--- src/rtl/sdram_sched_pkg.sv ---
// ---------------------------------------------------------------------------
// sdram_sched_pkg
//   Shared definitions for the SDRAM burst scheduler:
//   - scheduler state encoding
//   - default geometry (burst length mirrors SC_BL from Sdram_Params.h)
//   - COLS / COL_LAST for the default geometry and a helper that derives
//     the last burst-aligned column for any geometry
// ---------------------------------------------------------------------------
package sdram_sched_pkg;

    typedef enum logic [2:0] {
        ST_IDLE     = 3'd0,
        ST_WR_ISSUE = 3'd1,
        ST_WR_WAIT  = 3'd2,
        ST_RD_ISSUE = 3'd3,
        ST_RD_WAIT  = 3'd4
    } sched_state_t;

    localparam int DEF_ASIZE       = 13;
    localparam int DEF_BSIZE       = 2;
    localparam int DEF_COL_WIDTH   = 9;
    localparam int DEF_SC_BL       = 8;     // SC_BL from Sdram_Params.h
    localparam int DEF_TIMEOUT_CYC = 1023;

    localparam int COLS     = 2 ** DEF_COL_WIDTH;
    localparam int COL_LAST = COLS - DEF_SC_BL;

    // Column address of the last burst that fits in a row.
    function automatic int col_last_of(input int col_width, input int bl);
        return (2 ** col_width) - bl;
    endfunction

endpackage

--- src/rtl/sdram_burst_sched_addr_ptr.sv ---
// ---------------------------------------------------------------------------
// sdram_addr_ptr
//   {row,col} burst pointer. On i_adv the column steps by SC_BL; after the
//   last burst of a row the column returns to 0 and the row increments,
//   rolling from the last row back to row 0. i_clr zeroes the pointer and
//   takes priority over a same-cycle advance.
// Ports
//   i_clk, i_rst  clock, asynchronous active-high reset
//   i_adv         advance by one burst
//   i_clr         clear to {0,0}
//   o_col, o_row  current pointer
//   o_last        pointer sits on the last burst of the last row
// ---------------------------------------------------------------------------
module sdram_addr_ptr
    import sdram_sched_pkg::*;
#(
    parameter int ASIZE     = DEF_ASIZE,
    parameter int COL_WIDTH = DEF_COL_WIDTH,
    parameter int SC_BL     = DEF_SC_BL
) (
    input  logic                 i_clk,
    input  logic                 i_rst,
    input  logic                 i_adv,
    input  logic                 i_clr,
    output logic [COL_WIDTH-1:0] o_col,
    output logic [ASIZE-1:0]     o_row,
    output logic                 o_last
);

    localparam logic [COL_WIDTH-1:0] COL_LAST_P = COL_WIDTH'(col_last_of(COL_WIDTH, SC_BL));
    localparam logic [ASIZE-1:0]     ROW_LAST_P = {ASIZE{1'b1}};

    logic [COL_WIDTH-1:0] r_col;
    logic [ASIZE-1:0]     r_row;

    // Pointer register: clear beats advance, row rolls over after the last row.
    always_ff @(posedge i_clk or posedge i_rst) begin
        if (i_rst) begin
            r_col <= '0;
            r_row <= '0;
        end else if (i_clr) begin
            r_col <= '0;
            r_row <= '0;
        end else if (i_adv) begin
            if (r_col == COL_LAST_P) begin
                r_col <= '0;
                if (r_row == ROW_LAST_P) begin
                    r_row <= '0;
                end else begin
                    r_row <= r_row + ASIZE'(1);
                end
            end else begin
                r_col <= r_col + COL_WIDTH'(SC_BL);
            end
        end
    end

    assign o_col  = r_col;
    assign o_row  = r_row;
    assign o_last = (r_col == COL_LAST_P) && (r_row == ROW_LAST_P);

endmodule

--- src/rtl/sdram_burst_sched.sv ---
// ---------------------------------------------------------------------------
// sdram_burst_sched
//   Burst scheduler in front of sdram_control. Arbitrates a write and a read
//   requester, issues one single-cycle Wr/Rd command per burst, waits for the
//   matching data-done pulse (or aborts after TIMEOUT_CYC wait cycles) and
//   keeps independent write/read {row,col} pointers.
//   Timeline of a burst: grant edge -> ack cycle (ISSUE) -> command cycle
//   (first WAIT cycle) -> ... -> done edge -> done pulse (IDLE cycle).
// Configuration
//   SDRAM_SCHED_RR_EN  defined: round-robin on simultaneous requests
//                      undefined: write always wins
// Ports
//   i_clk, i_rst                  clock, asynchronous active-high reset
//   i_init_done                   grants allowed only while high
//   i_wr_req/i_wr_bank            write requester (bank sampled at grant)
//   o_wr_ack/o_wr_done            write grant / finish pulses
//   i_rd_req/i_rd_bank            read requester (bank sampled at grant)
//   o_rd_ack/o_rd_done            read grant / finish pulses
//   i_addr_clr                    zero both pointers, clear o_timeout_err
//   o_wr/o_rd                     command pulses to sdram_control
//   o_caddr/o_raddr/o_baddr       burst address, held from grant to grant
//   i_wdata_done/i_rdata_done     burst completion from sdram_control
//   o_busy                        scheduler not idle
//   o_wrap                        a pointer rolled from the last row to row 0
//   o_timeout_err                 sticky burst-abort flag
// ---------------------------------------------------------------------------
module sdram_burst_sched
    import sdram_sched_pkg::*;
#(
    parameter int ASIZE       = DEF_ASIZE,
    parameter int BSIZE       = DEF_BSIZE,
    parameter int COL_WIDTH   = DEF_COL_WIDTH,
    parameter int SC_BL       = DEF_SC_BL,
    parameter int TIMEOUT_CYC = DEF_TIMEOUT_CYC
) (
    input  logic             i_clk,
    input  logic             i_rst,
    input  logic             i_init_done,
    input  logic             i_wr_req,
    input  logic [BSIZE-1:0] i_wr_bank,
    output logic             o_wr_ack,
    output logic             o_wr_done,
    input  logic             i_rd_req,
    input  logic [BSIZE-1:0] i_rd_bank,
    output logic             o_rd_ack,
    output logic             o_rd_done,
    input  logic             i_addr_clr,
    output logic             o_wr,
    output logic             o_rd,
    output logic [ASIZE-1:0] o_caddr,
    output logic [ASIZE-1:0] o_raddr,
    output logic [BSIZE-1:0] o_baddr,
    input  logic             i_wdata_done,
    input  logic             i_rdata_done,
    output logic             o_busy,
    output logic             o_wrap,
    output logic             o_timeout_err
);

    localparam int TW = $clog2(TIMEOUT_CYC + 1);

    sched_state_t         r_state;
    logic [TW-1:0]        r_tmo;
    logic                 r_wr_ack, r_rd_ack, r_wr_done, r_rd_done;
    logic                 r_wr, r_rd, r_busy, r_wrap, r_err;
    logic [ASIZE-1:0]     r_caddr, r_raddr;
    logic [BSIZE-1:0]     r_baddr;
`ifdef SDRAM_SCHED_RR_EN
    logic                 r_last_wr;     // 1: last grant went to the writer
`endif

    logic [COL_WIDTH-1:0] w_wr_col, w_rd_col;
    logic [ASIZE-1:0]     w_wr_row, w_rd_row;
    logic                 w_wr_last, w_rd_last;
    logic                 w_wr_adv, w_rd_adv;
    logic                 w_tmo_hit, w_tmo_abort, w_pick_wr;

    // Advance/abort decode and write-vs-read arbitration.
    always_comb begin
        w_wr_adv    = (r_state == ST_WR_WAIT) && i_wdata_done;
        w_rd_adv    = (r_state == ST_RD_WAIT) && i_rdata_done;
        w_tmo_hit   = (r_tmo == TW'(TIMEOUT_CYC - 1));
        w_tmo_abort = w_tmo_hit &&
                      (((r_state == ST_WR_WAIT) && !i_wdata_done) ||
                       ((r_state == ST_RD_WAIT) && !i_rdata_done));
`ifdef SDRAM_SCHED_RR_EN
        // On a tie the side that was not served last wins.
        w_pick_wr   = i_wr_req && !(i_rd_req && r_last_wr);
`else
        w_pick_wr   = i_wr_req;
`endif
    end

    sdram_addr_ptr #(.ASIZE(ASIZE), .COL_WIDTH(COL_WIDTH), .SC_BL(SC_BL)) u_wr_ptr (
        .i_clk  (i_clk),
        .i_rst  (i_rst),
        .i_adv  (w_wr_adv),
        .i_clr  (i_addr_clr),
        .o_col  (w_wr_col),
        .o_row  (w_wr_row),
        .o_last (w_wr_last)
    );

    sdram_addr_ptr #(.ASIZE(ASIZE), .COL_WIDTH(COL_WIDTH), .SC_BL(SC_BL)) u_rd_ptr (
        .i_clk  (i_clk),
        .i_rst  (i_rst),
        .i_adv  (w_rd_adv),
        .i_clr  (i_addr_clr),
        .o_col  (w_rd_col),
        .o_row  (w_rd_row),
        .o_last (w_rd_last)
    );

    // Scheduler FSM with registered pulses, busy flag and latched burst address.
    always_ff @(posedge i_clk or posedge i_rst) begin
        if (i_rst) begin
            r_state   <= ST_IDLE;
            r_tmo     <= '0;
            r_wr_ack  <= 1'b0;
            r_rd_ack  <= 1'b0;
            r_wr_done <= 1'b0;
            r_rd_done <= 1'b0;
            r_wr      <= 1'b0;
            r_rd      <= 1'b0;
            r_busy    <= 1'b0;
            r_caddr   <= '0;
            r_raddr   <= '0;
            r_baddr   <= '0;
`ifdef SDRAM_SCHED_RR_EN
            r_last_wr <= 1'b0;
`endif
        end else begin
            r_wr_ack  <= 1'b0;
            r_rd_ack  <= 1'b0;
            r_wr_done <= 1'b0;
            r_rd_done <= 1'b0;
            r_wr      <= 1'b0;
            r_rd      <= 1'b0;
            case (r_state)
                ST_IDLE: begin
                    r_tmo <= '0;
                    if (i_init_done && (i_wr_req || i_rd_req)) begin
                        r_busy <= 1'b1;
                        if (w_pick_wr) begin
                            r_state  <= ST_WR_ISSUE;
                            r_wr_ack <= 1'b1;
                            r_baddr  <= i_wr_bank;
                            r_caddr  <= ASIZE'(w_wr_col);
                            r_raddr  <= w_wr_row;
                        end else begin
                            r_state  <= ST_RD_ISSUE;
                            r_rd_ack <= 1'b1;
                            r_baddr  <= i_rd_bank;
                            r_caddr  <= ASIZE'(w_rd_col);
                            r_raddr  <= w_rd_row;
                        end
`ifdef SDRAM_SCHED_RR_EN
                        r_last_wr <= w_pick_wr;
`endif
                    end
                end
                ST_WR_ISSUE: begin
                    r_wr    <= 1'b1;
                    r_state <= ST_WR_WAIT;
                end
                ST_RD_ISSUE: begin
                    r_rd    <= 1'b1;
                    r_state <= ST_RD_WAIT;
                end
                ST_WR_WAIT: begin
                    if (i_wdata_done) begin
                        r_wr_done <= 1'b1;
                        r_state   <= ST_IDLE;
                        r_busy    <= 1'b0;
                    end else if (w_tmo_hit) begin
                        r_state   <= ST_IDLE;
                        r_busy    <= 1'b0;
                    end else begin
                        r_tmo     <= r_tmo + TW'(1);
                    end
                end
                ST_RD_WAIT: begin
                    if (i_rdata_done) begin
                        r_rd_done <= 1'b1;
                        r_state   <= ST_IDLE;
                        r_busy    <= 1'b0;
                    end else if (w_tmo_hit) begin
                        r_state   <= ST_IDLE;
                        r_busy    <= 1'b0;
                    end else begin
                        r_tmo     <= r_tmo + TW'(1);
                    end
                end
                default: begin
                    r_state <= ST_IDLE;
                    r_busy  <= 1'b0;
                end
            endcase
        end
    end

    // Wrap pulse: an advance from the very last burst, unless a clear overrides it.
    always_ff @(posedge i_clk or posedge i_rst) begin
        if (i_rst) begin
            r_wrap <= 1'b0;
        end else begin
            r_wrap <= !i_addr_clr &&
                      ((w_wr_adv && w_wr_last) || (w_rd_adv && w_rd_last));
        end
    end

    // Sticky timeout flag; an address clear wins over a same-cycle abort.
    always_ff @(posedge i_clk or posedge i_rst) begin
        if (i_rst) begin
            r_err <= 1'b0;
        end else if (i_addr_clr) begin
            r_err <= 1'b0;
        end else if (w_tmo_abort) begin
            r_err <= 1'b1;
        end
    end

    assign o_wr_ack      = r_wr_ack;
    assign o_rd_ack      = r_rd_ack;
    assign o_wr_done     = r_wr_done;
    assign o_rd_done     = r_rd_done;
    assign o_wr          = r_wr;
    assign o_rd          = r_rd;
    assign o_caddr       = r_caddr;
    assign o_raddr       = r_raddr;
    assign o_baddr       = r_baddr;
    assign o_busy        = r_busy;
    assign o_wrap        = r_wrap;
    assign o_timeout_err = r_err;

endmodule

--- config.mk ---
export PLATFORM = sky130hd
export DESIGN_NAME = sdram_burst_sched
export DESIGN_NICKNAME = d
export VERILOG_FILES = /design/src/rtl/sdram_sched_pkg.sv /design/src/rtl/sdram_burst_sched_addr_ptr.sv /design/src/rtl/sdram_burst_sched.sv
export SDC_FILE = /design/constraint.sdc
export NUM_CORES = 1
export LEC_CHECK = 0
export CORE_MARGIN = 2
export CORE_UTILIZATION = 30
export DETAILED_ROUTE_END_ITERATION = 8
export HOLD_SLACK_MARGIN = 0.15
export PLACE_DENSITY_LB_ADDON = 0.08
export SLEW_MARGIN = 20
export SYNTH_ARGS = -nofsm -noshare
export SYNTH_HDL_FRONTEND = slang
export SYNTH_SLANG_ARGS = --single-unit
--- constraint.sdc ---
create_clock -name i_clk -period 3.15 [get_ports i_clk]
set_input_delay 0.63 -clock i_clk [delete_from_list [all_inputs] [get_ports i_clk]]
set_output_delay 0.63 -clock i_clk [all_outputs]
set_load 0.05 [all_outputs]
* Word level (Yosys, flattened, before mapping)
Cells that the tools add are included. W data, S select, Z words.
Cells by class: $add $sub $neg 5, equal/unequal tests 12, muxes and demuxes 46, bitwise gates (word level) 1, reductions and logical operators 30
Operators with widths (number):
- $mux W13 | 9
- $mux W9 | 7
- $mux W10 | 3
- $pmux W10 S3 | 1
- $add A13 B1 Y13 const B | 2
- $eq A13 B13 Y1 const B | 2
- $add A9 B4 Y9 const B | 2
- $eq A9 B9 Y1 const B | 2
- $mux W1 | 18
- $pmux W3 S5 | 1
- $mux W3 | 4
- $logic_and A1 B1 Y1 | 11
- $add A10 B1 Y10 const B | 1
- $eq A10 B10 Y1 const B | 1
- $reduce_bool A2 Y1 | 5
- $reduce_and A2 Y1 | 4
- $eq A3 B2 Y1 const B | 2
- $ne A2 B2 Y1 const B | 3
- $mux W2 | 2
- $pmux W1 S4 | 1
- $eq A3 B1 Y1 const B | 1
- $eq A3 B3 Y1 const B | 1
- $logic_not A1 Y1 | 3
- $logic_not A3 Y1 | 1
- other kinds (5) | 7
Word-level totals: bits in registers 94, bits of input ports 12, output and inout port bits 37, logic and storage cells 112

* Longest topological paths before layout
Gate-level depths: netlist (run 1).
depth in word-level cells 6, mapped depth 9, mapped depth without buffers 7

* Modules after synthesis
A second synthesis (run 1) with hierarchy kept.
Second synthesis, totals: cell total of the unflattened synthesis 464, area, all modules 4494.3 sq um
By module, submodules not included:
- sdram_burst_sched | times used 1, cells an instance 224, area each 2289.7 sq um, sequential area each 1151.1 sq um
- sdram_addr_ptr | times used 2, cells an instance 120, area each 1102.3 sq um, sequential area each 475.5 sq um

* Worst setup path after synthesis (run 1)
No wires, ideal clock.
path type input-to-reg, start point input i_wdata_done, end point register u_wr_ptr.r_row[12] (netlist: u_wr_ptr.o_row[12]), setup time 132 ps, data arrival time 1793 ps, data required time 3018 ps, slack 1225 ps, stages 7, buffers on the path 2, cell sequence nand4bb_4 buf_6 or3_4 buf_6 nor4_4 xnor2_1 nor2_1
On the way: word-level cells in the longest chain between the ends 3
RTL lines:
- start, declared | line sdram_burst_sched.sv:53 | input logic i_wdata_done,
- $logic_and A1 B1 Y1 | line sdram_burst_sched.sv:80 | w_wr_adv = (r_state == ST_WR_WAIT) && i_wdata_done;
- $reduce_bool A2 Y1 (no line)
- $reduce_and A2 Y1 (no line)
- end signal, assigned | line sdram_burst_sched_addr_ptr.sv:50 | r_row <= r_row + ASIZE'(1);
- end, declared | line sdram_burst_sched_addr_ptr.sv:34 | logic [ASIZE-1:0] r_row;
No other way between the ends. A chain may end at the register's enable or synchronous reset.

* Final worst setup path (run 1)
start point input i_wdata_done, end point register r_tmo[3]
On the way: word-level cells in the longest chain between the ends 2
RTL lines:
- $ne A2 B2 Y1 (no line)
- $reduce_and A3 Y1 (no line)
- end signal, assigned | line sdram_burst_sched.sv:179 | r_tmo <= r_tmo + TW'(1);
- end signal, assigned | line sdram_burst_sched.sv:191 | r_tmo <= r_tmo + TW'(1);
- end, declared | line sdram_burst_sched.sv:63 | logic [TW-1:0] r_tmo;
No other way between the ends.

==> results by group, run 1 <==
Drt
  • Vias after detailed routing: 3113
  • Routed wire per std cell: 15.8 um
  • Routed Antenna Nets: 0
  • DRC: 0
  • First-iteration detailed-routing DRC count: 153
  • Pre-antenna DRT Iters: 4
  • Via density: 4.85
  • Final wirelength: 10100 um

Floorplan
  • Die height: 121 um
  • Die Wd: 121 um
  • Initial core utilization: 30.8%
  • Die area: 14600 um2
  • Ports: 49
  • # rows: 42
  • Core area: 13200 um2

Synthesis
  • Top FF cell, synth: dfrtp_1
  • Synth area leaders: dfrtp_1 50%, mux2i_1 5.4%, nor2_1 5.1%
  • Post-synth top area share: 49.6%
  • Synth cell count leaders: 81 x dfrtp_1, 55 x nor2_1, 44 x nand2_1
  • Post-synth EDFFs: 0
  • Asr flop ratio synth: 100%
  • Yosys warnings: 0
  • Count leader, synth: dfrtp_1
  • Post-synthesis cell area: 4080 um2
  • Cells after Synth: 425
  • Seq/Total Area, Yosys: 49.6%
  • Post-synthesis cell type count: 47
  • Avg Cell Area, Syn: 9.61 um2
  • Flops & latches, synth: 81
  • Synth area leader: dfrtp_1

STA
  • Minimum clock period: 2290 ps
  • Setup TNS: 0 ps
  • Final Skew: 6.09 ps
  • Hold Vio Cnt, Final: 0
  • Slew Viols, Final: 0
  • Highest Clock Rate: 0.436 GHz
  • Hold slack final: 476 ps
  • Crit share post-route: 72.8%
  • RSZ-0062 raised after global routing: no
  • Final setup viols: 0
  • Worst Tran Pin Value: 740 ps
  • Slew headroom: 50.2%

Power and ir drop
  • Total power: 2.95 mW
  • PD cells: 595 nW/um2
  • Clock Power Share: 37.3%
  • Internal power: 2.00 mW
  • Worst IR Drop VDD: 267 uV
  • Comb pwr share: 22.2%
  • Lkg Pwr: 2.10 nW
  • Seq pwr share: 40.5%
  • NetSw: 945 uW
  • Sw frac: 32.0%

Worst setup path
  • Crit end category: flip-flop
  • WP data required: 3350 ps
  • Crit. path cell count: 7
  • R2r endpoint: u_rd_ptr.o_row[7]
  • Crit-path max FO: 9
  • Worst Setup EP: r_tmo[3]
  • WP data arrival: 2500 ps
  • R2R Setup Slk: 900 ps
  • Crit-path cells: clkdlybuf4s50_1 -> nand4bb_4 -> clkinv_1 -> nor2_1 -> nand4_1 -> xor2_1 -> nor2_1
  • Startpoint types: primary input
  • Setup crit start: i_wdata_done
  • Slowest CP cell: nor2_1
  • Buf/Inv on CP: 2
  • Reg2reg path depth: 7
  • RR Startpoint: r_state[0]
  • Critical path class: in -> reg
  • Top cell family by delay on the critical path: simple AND/OR/NAND/NOR gates
  • Crit path top cell by count: nor2_1
  • CP max stage delay: 540 ps

GRT
  • Largest net degree at the start of global routing: 52
  • Vias in the first global route: 3166
  • Initial antenna violation count: 0
  • Overall Global Routing Usage: 15.3%
  • First-pass GRT wire length: 17000 um
  • Grt ovf: 0

CTS
  • Clk buf depth: 2
  • CTS tree: built
  • Sink Count: 81
  • Post-CTS Setup Bufs: 0
  • Clock-pin slew on the worst setup and hold paths: 60 ps
  • Post-cts sizing count: 0
  • Root buf cell: clkbuf_16
  • H-tree depth: 3
  • Clock Latency Late Sink: 340 ps
  • Cts bufs inserted: 9
  • # hold bufs at CTS: 0

Hold path
  • Hold/Removal Path Class: reg -> reg

Placed design
  • Gpl congestion: 0.767
  • Port buffer count: 41
  • Post-DP HPWL: 7100 um

Finish
  • Number of antenna diodes: 0
  • Final nets: 479
  • Area growth syn-to-layout: 21.3%
  • # fillers: 1362
  • Layout cell share with drive strength beyond 1: 6.87%
  • Final Core Density: 37.4%

Flow run
  • Max-Cap Viols: 0

Status
  • Status: complete, no violations
==> cells by family after synthesis <==
group	Yosys count	share of synthesized area, %
multiplexers	24	5.94
adder cells (fa/ha/maj)	6	1.84
flip-flops	81	49.6
buffers and inverters	39	4.90
AND/OR/NAND/NOR	185	22.8
AO/OA/AOI/OAI	56	7.69
other	1	0.0918
XOR/XNOR	33	7.08
==> layer usage <==
metal	part of all wire [%]	global-route usage, %	wire [um]	vias up
met1	47	19.9	4750	1514
met2	48	24.8	4860	57
met3	3.7	3.87	377	9
met5	0	0	0	-
li1	-	-	-	1533
met4	1.6	5.01	158	0
==> how the worst min path moves through the flow <==
stage	to	slack, ps	from	depth (start not counted)
2_1_floorplan	u_rd_ptr.o_col[7]	480	u_rd_ptr.o_col[7]	1
3_3_place_gp	o_baddr[1]	460	o_baddr[1]	2
3_5_place_dp	o_caddr[4]	470	o_caddr[4]	2
4_1_cts	o_caddr[4]	490	o_caddr[4]	2
5_1_grt	o_baddr[1]	510	o_baddr[1]	2
6_report	o_raddr[9]	480	o_raddr[9]	2
==> layout by cell type (no fill, tap or decap), types with 3 or more instances in the layout <==
cell and count:
ha_1 6, clkbuf_8 3, mux2i_1 22, or3_1 4
nor3_1 9, inv_1 7, nand3_1 21, clkbuf_16 9
nand2_1 44, xor2_1 21, conb_1 7, and4_1 3
buf_4 7, nor2_1 55, nand4_1 19, nand2b_1 4
a21oi_1 15, and3_1 7, xnor2_1 12, o21ai_0 28
dfrtp_1 81, clkdlybuf4s50_1 41, nor4_1 5
==> cell type report <==
type	count	area, um2	area share [%]
timing repair buffer	49	483	9.75
clock inverter	2	35.0	0.707
inverter	9	35.0	0.707
multi-input combinational	311	1880	37.9
sequential	81	2030	40.9
clock buffer	14	274	5.53
tap	176	220	4.45
==> state kept, by name, summed over array words and instances, names as in the netlist, 2 cells and up <==
register,flops
o_baddr,2
u_rd_ptr.o_col,6
o_caddr,6
u_rd_ptr.o_row,13
r_state,3
u_wr_ptr.o_row,13
u_wr_ptr.o_col,6
o_raddr,13
r_tmo,10
==> power groups by stage <==
| stage | Clock [mW] | Combinational [mW] | Sequential [mW] |
|---|---|---|---|
| after floorplan | 0 | 0.380 | 1.31 |
| after global placement | 0 | 0.662 | 1.21 |
| after detailed placement | 0 | 0.666 | 1.21 |
| after CTS | 1.12 | 0.668 | 1.20 |
| after global routing | 1.17 | 0.719 | 1.21 |
| final | 1.10 | 0.655 | 1.19 |
==> worst reg2reg max path, cell delays in order (launching register included) <==
cell and delay, ps:
dfrtp_1 510, nor2_1 190, nand3_1 170, inv_1 350
a31oi_1 270, nor4b_1 430, xnor2_1 160, nor2_1 60
==> through the flow <==
stage,instances,cell area [um2],setup slack (ps)
finish,642,4950,858
CTS,642,4950,888
global route,642,4950,639
floorplan,431,4110,440
global placement,626,4640,572
detailed placement,626,4640,529
No activity file was read; power rests on OpenSTA's default activity.
==> inputs of run 2 (changes only) <==
==> constraint.sdc (replaced) <==
create_clock -name i_clk -period 1.97 [get_ports i_clk]
set_input_delay 0.394 -clock i_clk [delete_from_list [all_inputs] [get_ports i_clk]]
set_output_delay 0.394 -clock i_clk [all_outputs]
set_load 0.05 [all_outputs]
==> results by group, run 2 (same netlist as run 1, synthesis figures left out) <==
CTS
  • Clk buf depth: 2
  • H-tree depth: 3
  • # hold bufs at CTS: 0
  • Clock Latency Late Sink: 340 ps
  • Root buf cell: clkbuf_16
  • Post-CTS Setup Bufs: 0
  • Clock-pin slew on the worst setup and hold paths: 60 ps
  • Cts bufs inserted: 9
  • CTS tree: built
  • Sink Count: 81

Worst setup path
  • Buf/Inv on CP: 1
  • Crit end category: flip-flop
  • WP data arrival: 2180 ps
  • Critical path class: reg -> reg
  • Startpoint types: flip-flop
  • Crit-path max FO: 4
  • Slowest CP cell: or4b_2
  • RR Startpoint: r_state[1]
  • WP data required: 2230 ps
  • Top cell family by delay on the critical path: simple AND/OR/NAND/NOR gates
  • CP max stage delay: 690 ps
  • Setup crit start: r_state[1]
  • Crit-path cells: buf_4 -> or4b_2 -> o41ai_2 -> and2_1 -> a21oi_1 -> o22ai_1

Finish
  • Number of antenna diodes: 0
  • Area growth syn-to-layout: 28.2%
  • Final Core Density: 39.6%
  • Most frequent cells in the layout: 81 x dfrtp_1, 55 x nor2_1, 44 x nand2_1
  • Most common cell after layout, fill and taps aside: dfrtp_1
  • Final nets: 510
  • Layout cell share with drive strength beyond 1: 13.7%
  • Post-Layout Inst Area: 5240 um2
  • # fillers: 1347
  • Non-Filler Instances: 673
  • Sequential cell area: 2030 um2
  • Area of the multi-input gates: 1900 um2

Power and ir drop
  • Comb pwr share: 26.6%
  • Seq pwr share: 37.9%
  • Clock Power Share: 35.4%
  • Lkg Pwr: 2.26 nW
  • Sw frac: 31.7%
  • Worst IR Drop VDD: 401 uV
  • PD cells: 933 nW/um2
  • Internal power: 3.34 mW
  • NetSw: 1.55 mW

GRT
  • Overall Global Routing Usage: 15.3%
  • Initial antenna violation count: 0
  • Vias in the first global route: 3238
  • Largest net degree at the start of global routing: 45
  • Grt ovf: 0
  • First-pass GRT wire length: 17100 um

Drt
  • First-iteration detailed-routing DRC count: 177
  • Via density: 4.84
  • DRC: 0
  • Pre-antenna DRT Iters: 4
  • Vias after detailed routing: 3258
  • Final wirelength: 10300 um
  • Routed Antenna Nets: 0
  • Routed wire per std cell: 15.2 um

STA
  • Worst Tran Pin Value: 524 ps
  • Fin worst setup slack: 49.7 ps
  • Minimum clock period: 1920 ps
  • RSZ-0062 raised after global routing: no
  • Slew headroom: 65.0%
  • Hold Vio Cnt, Final: 0
  • Highest Clock Rate: 0.521 GHz
  • Final Skew: 6.07 ps
  • Final setup viols: 0
  • Crit share post-route: 97.5%
  • Setup TNS: 0 ps
  • Slew Viols, Final: 0

Hold path
  • Hold/Removal Path Class: in -> async

Placed design
  • Area after DPL: 4900 um2
  • Post-DP HPWL: 7430 um
  • Worst slack at placement: -192 ps
  • Port buffer count: 41
  • Inst Count DP: 657
  • Gpl congestion: 0.763

Floorplan
  • Initial core utilization: 30.8%
  • Die area: 14600 um2
  • Die height: 121 um
  • Die Wd: 121 um
  • Ports: 49
  • # rows: 42
  • Core area: 13200 um2

Status
  • Status: complete, no violations

Flow run
  • Max-Cap Viols: 0
[run 2: cell types whose count changed in the layout (fill, tap and decap cells not counted), sizes merged]
cell | previous run | this run
buf | 8 | 39
clkbuf | 14 | 12
clkinvlp | 0 | 2
[run 2: final timing paths]
| check | end | slack, ps | cells past startpoint |
|---|---|---|---|
| worst min register to register | o_baddr[0] | 480 | 2 |
| worst min-delay path | o_raddr[11] | 320 | 2 |
| worst max-delay path | o_busy | 50 | 6 |
| max in group asynchronous | u_wr_ptr.o_col[6] | 1020 | 3 |
| min in group i_clk | o_baddr[0] | 480 | 2 |
| worst max register to register | o_busy | 50 | 6 |
[run 2: cell type report]
| class | count | share of cell area (%) |
|---|---|---|
| clock buffers | 12 | 4.90 |
| clock inverters | 4 | 0.979 |
| inverters | 9 | 0.717 |
| multi-input cells | 311 | 36.4 |
| flip-flops and latches | 81 | 38.7 |
| well taps | 176 | 4.20 |
| repair buffers | 80 | 14.1 |
[run 2: routing by layer]
metal	global-route usage (%)	vias to the layer above	part of all wire, %
li1	-	1602	-
met1	19.9	1587	48
met5	0	-	0
met3	3.25	10	2.9
met4	5.89	0	1.4
met2	24.9	59	48
[run 2: stage by stage]
step	hold slack (ps)	total power [mW]
3_3_place_gp	464	3.18
4_1_cts	313	4.95
6_report	318	4.89
2_1_floorplan	475	2.70
5_1_grt	343	5.14
3_5_place_dp	471	3.18
[run 2: what timing repair did]
item	4_1_cts	5_1_grt
endpoints found under the hold margin	0	0
endpoints found under the setup margin	0	5
resized for setup	0	4
[run 2: power groups by stage]
stage	clock [mW]	combinational (mW)	sequential, mW
after global placement	0	1.30	1.88
final	1.73	1.30	1.85
after floorplan	0	0.608	2.09
after detailed placement	0	1.30	1.88
after global routing	1.85	1.42	1.87
after CTS	1.79	1.30	1.85
[run 2: worst register-to-register path, cell delays in order (launching register included)]
cell and delay, ps:
dfrtp_1 410, buf_4 160, or4b_2 690, o41ai_2 80, and2_1 250, a21oi_1 90, o22ai_1 160
==> inputs of run 3 (changes only) <==
--- a/config.mk
+++ b/config.mk
@@ -5,6 +5,8 @@
 export SDC_FILE = /design/constraint.sdc
 export NUM_CORES = 1
 export LEC_CHECK = 0
+export CELL_PAD_IN_SITES_DETAIL_PLACEMENT = 0
+export CELL_PAD_IN_SITES_GLOBAL_PLACEMENT = 1
 export CORE_MARGIN = 2
 export CORE_UTILIZATION = 30
 export DETAILED_ROUTE_END_ITERATION = 8
==> results by group, run 3 (same netlist as run 1, synthesis figures left out) <==
Finish
  • Layout cell share with drive strength beyond 1: 13.2%
  • Non-Filler Instances: 668
  • Final nets: 505
  • Most common cell after layout, fill and taps aside: dfrtp_1
  • Most frequent cells in the layout: 81 x dfrtp_1, 54 x nor2_1, 44 x nand2_1
  • Area growth syn-to-layout: 26.5%
  • Number of antenna diodes: 0

CTS
  • Root buf cell: clkbuf_16
  • # hold bufs at CTS: 0
  • H-tree depth: 3
  • Post-cts sizing count: 0
  • Post-CTS Setup Bufs: 0
  • Cts bufs inserted: 9
  • Sink Count: 81
  • CTS tree: built
  • Clk buf depth: 2
  • Clock-pin slew on the worst setup and hold paths: 60 ps
  • Clock Latency Late Sink: 350 ps

Power and ir drop
  • Worst IR Drop VDD: 322 uV
  • Total power: 4.84 mW
  • Lkg Pwr: 2.27 nW
  • PD cells: 937 nW/um2

STA
  • Minimum clock period: 1920 ps
  • Final setup viols: 0
  • Slew headroom: 65.9%
  • Highest Clock Rate: 0.522 GHz
  • Crit share post-route: 97.3%
  • RSZ-0062 raised after global routing: yes
  • Hold Vio Cnt, Final: 0
  • Slew Viols, Final: 0
  • Setup TNS: 0 ps
  • Worst Tran Pin Value: 511 ps
  • Final Skew: 8.03 ps

Worst setup path
  • Top cell family by delay on the critical path: buffers and inverters
  • CP max stage delay: 820 ps
  • Crit end category: output port
  • Crit-path max FO: 2
  • Buf/Inv on CP: 1
  • WP data required: 1580 ps
  • Critical path class: reg -> out
  • Startpoint types: flip-flop
  • Slowest CP cell: clkdlybuf4s50_1
  • Crit-path cells: clkdlybuf4s50_1
  • WP data arrival: 1520 ps

Hold path
  • Hold/Removal Path Class: reg -> reg

GRT
  • First-pass GRT wire length: 16600 um
  • Vias in the first global route: 3128
  • Largest net degree at the start of global routing: 82
  • Grt ovf: 0
  • Overall Global Routing Usage: 14.8%
  • Initial antenna violation count: 0

Flow run
  • Max-Cap Viols: 0

Floorplan
  • Die Wd: 121 um
  • Die area: 14600 um2
  • # rows: 42
  • Initial core utilization: 30.8%
  • Core area: 13200 um2
  • Die height: 121 um
  • Ports: 49

Placed design
  • Port buffer count: 41
  • Post-DP HPWL: 6960 um
  • Inst Count DP: 652
  • Gpl congestion: 0.787

Status
  • Status: complete, no violations

Drt
  • DRC: 0
  • Final wirelength: 9980 um
  • First-iteration detailed-routing DRC count: 190
  • Routed wire per std cell: 14.9 um
  • Routed Antenna Nets: 0
  • Via density: 4.73
  • Pre-antenna DRT Iters: 4
  • Vias after detailed routing: 3161
==> run 3: cell type report <==
class | instances | area, um2
clock buffer | 15 | 308
multi-input combinational | 311 | 1880
clock inverter | 1 | 5.00
tap | 176 | 220
inverter | 9 | 37.5
sequential | 81 | 2030
fill | 1370 | 8080
timing repair buffer | 75 | 688
==> run 3: power breakdown <==
part	switching, mW	internal [mW]	total [mW]
sequential	0.0838	1.78	1.86
combinational	0.777	0.463	1.24
clock	0.680	1.06	1.74
==> run 3: worst paths after layout <==
check | from | slack [ps] | endpoint | cells past startpoint
min in group asynchronous | i_rst | 530 | o_baddr[1] | 3
hold reg to reg | o_raddr[2] | 480 | o_raddr[2] | 2
hold / removal | o_raddr[2] | 480 | o_raddr[2] | 2
setup reg to reg | r_state[0] | 90 | o_busy | 6
setup / recovery | o_timeout_err | 50 | o_timeout_err | 1
max in group asynchronous | i_rst | 1110 | o_rd_ack | 3
==> run 3: metal layers <==
metal | vias to the layer above | track usage (%) | wire length [um]
li1 | 1584 | - | -
met5 | - | 0 | 0
met3 | 14 | 3.16 | 316
met4 | 0 | 6.76 | 177
met1 | 1514 | 21.4 | 5340
met2 | 49 | 21.0 | 4140
==> run 3: stage by stage <==
stage	cell area (um2)	worst slack (ps)	hold WS [ps]	util, %
finish	5170	54.0	476	39.0
CTS	5160	29.6	487	39.0
global placement	4850	-226	460	36.6
floorplan	4110	147	475	-
detailed placement	4850	-238	474	36.6
global route	5170	-4.72	508	39.0
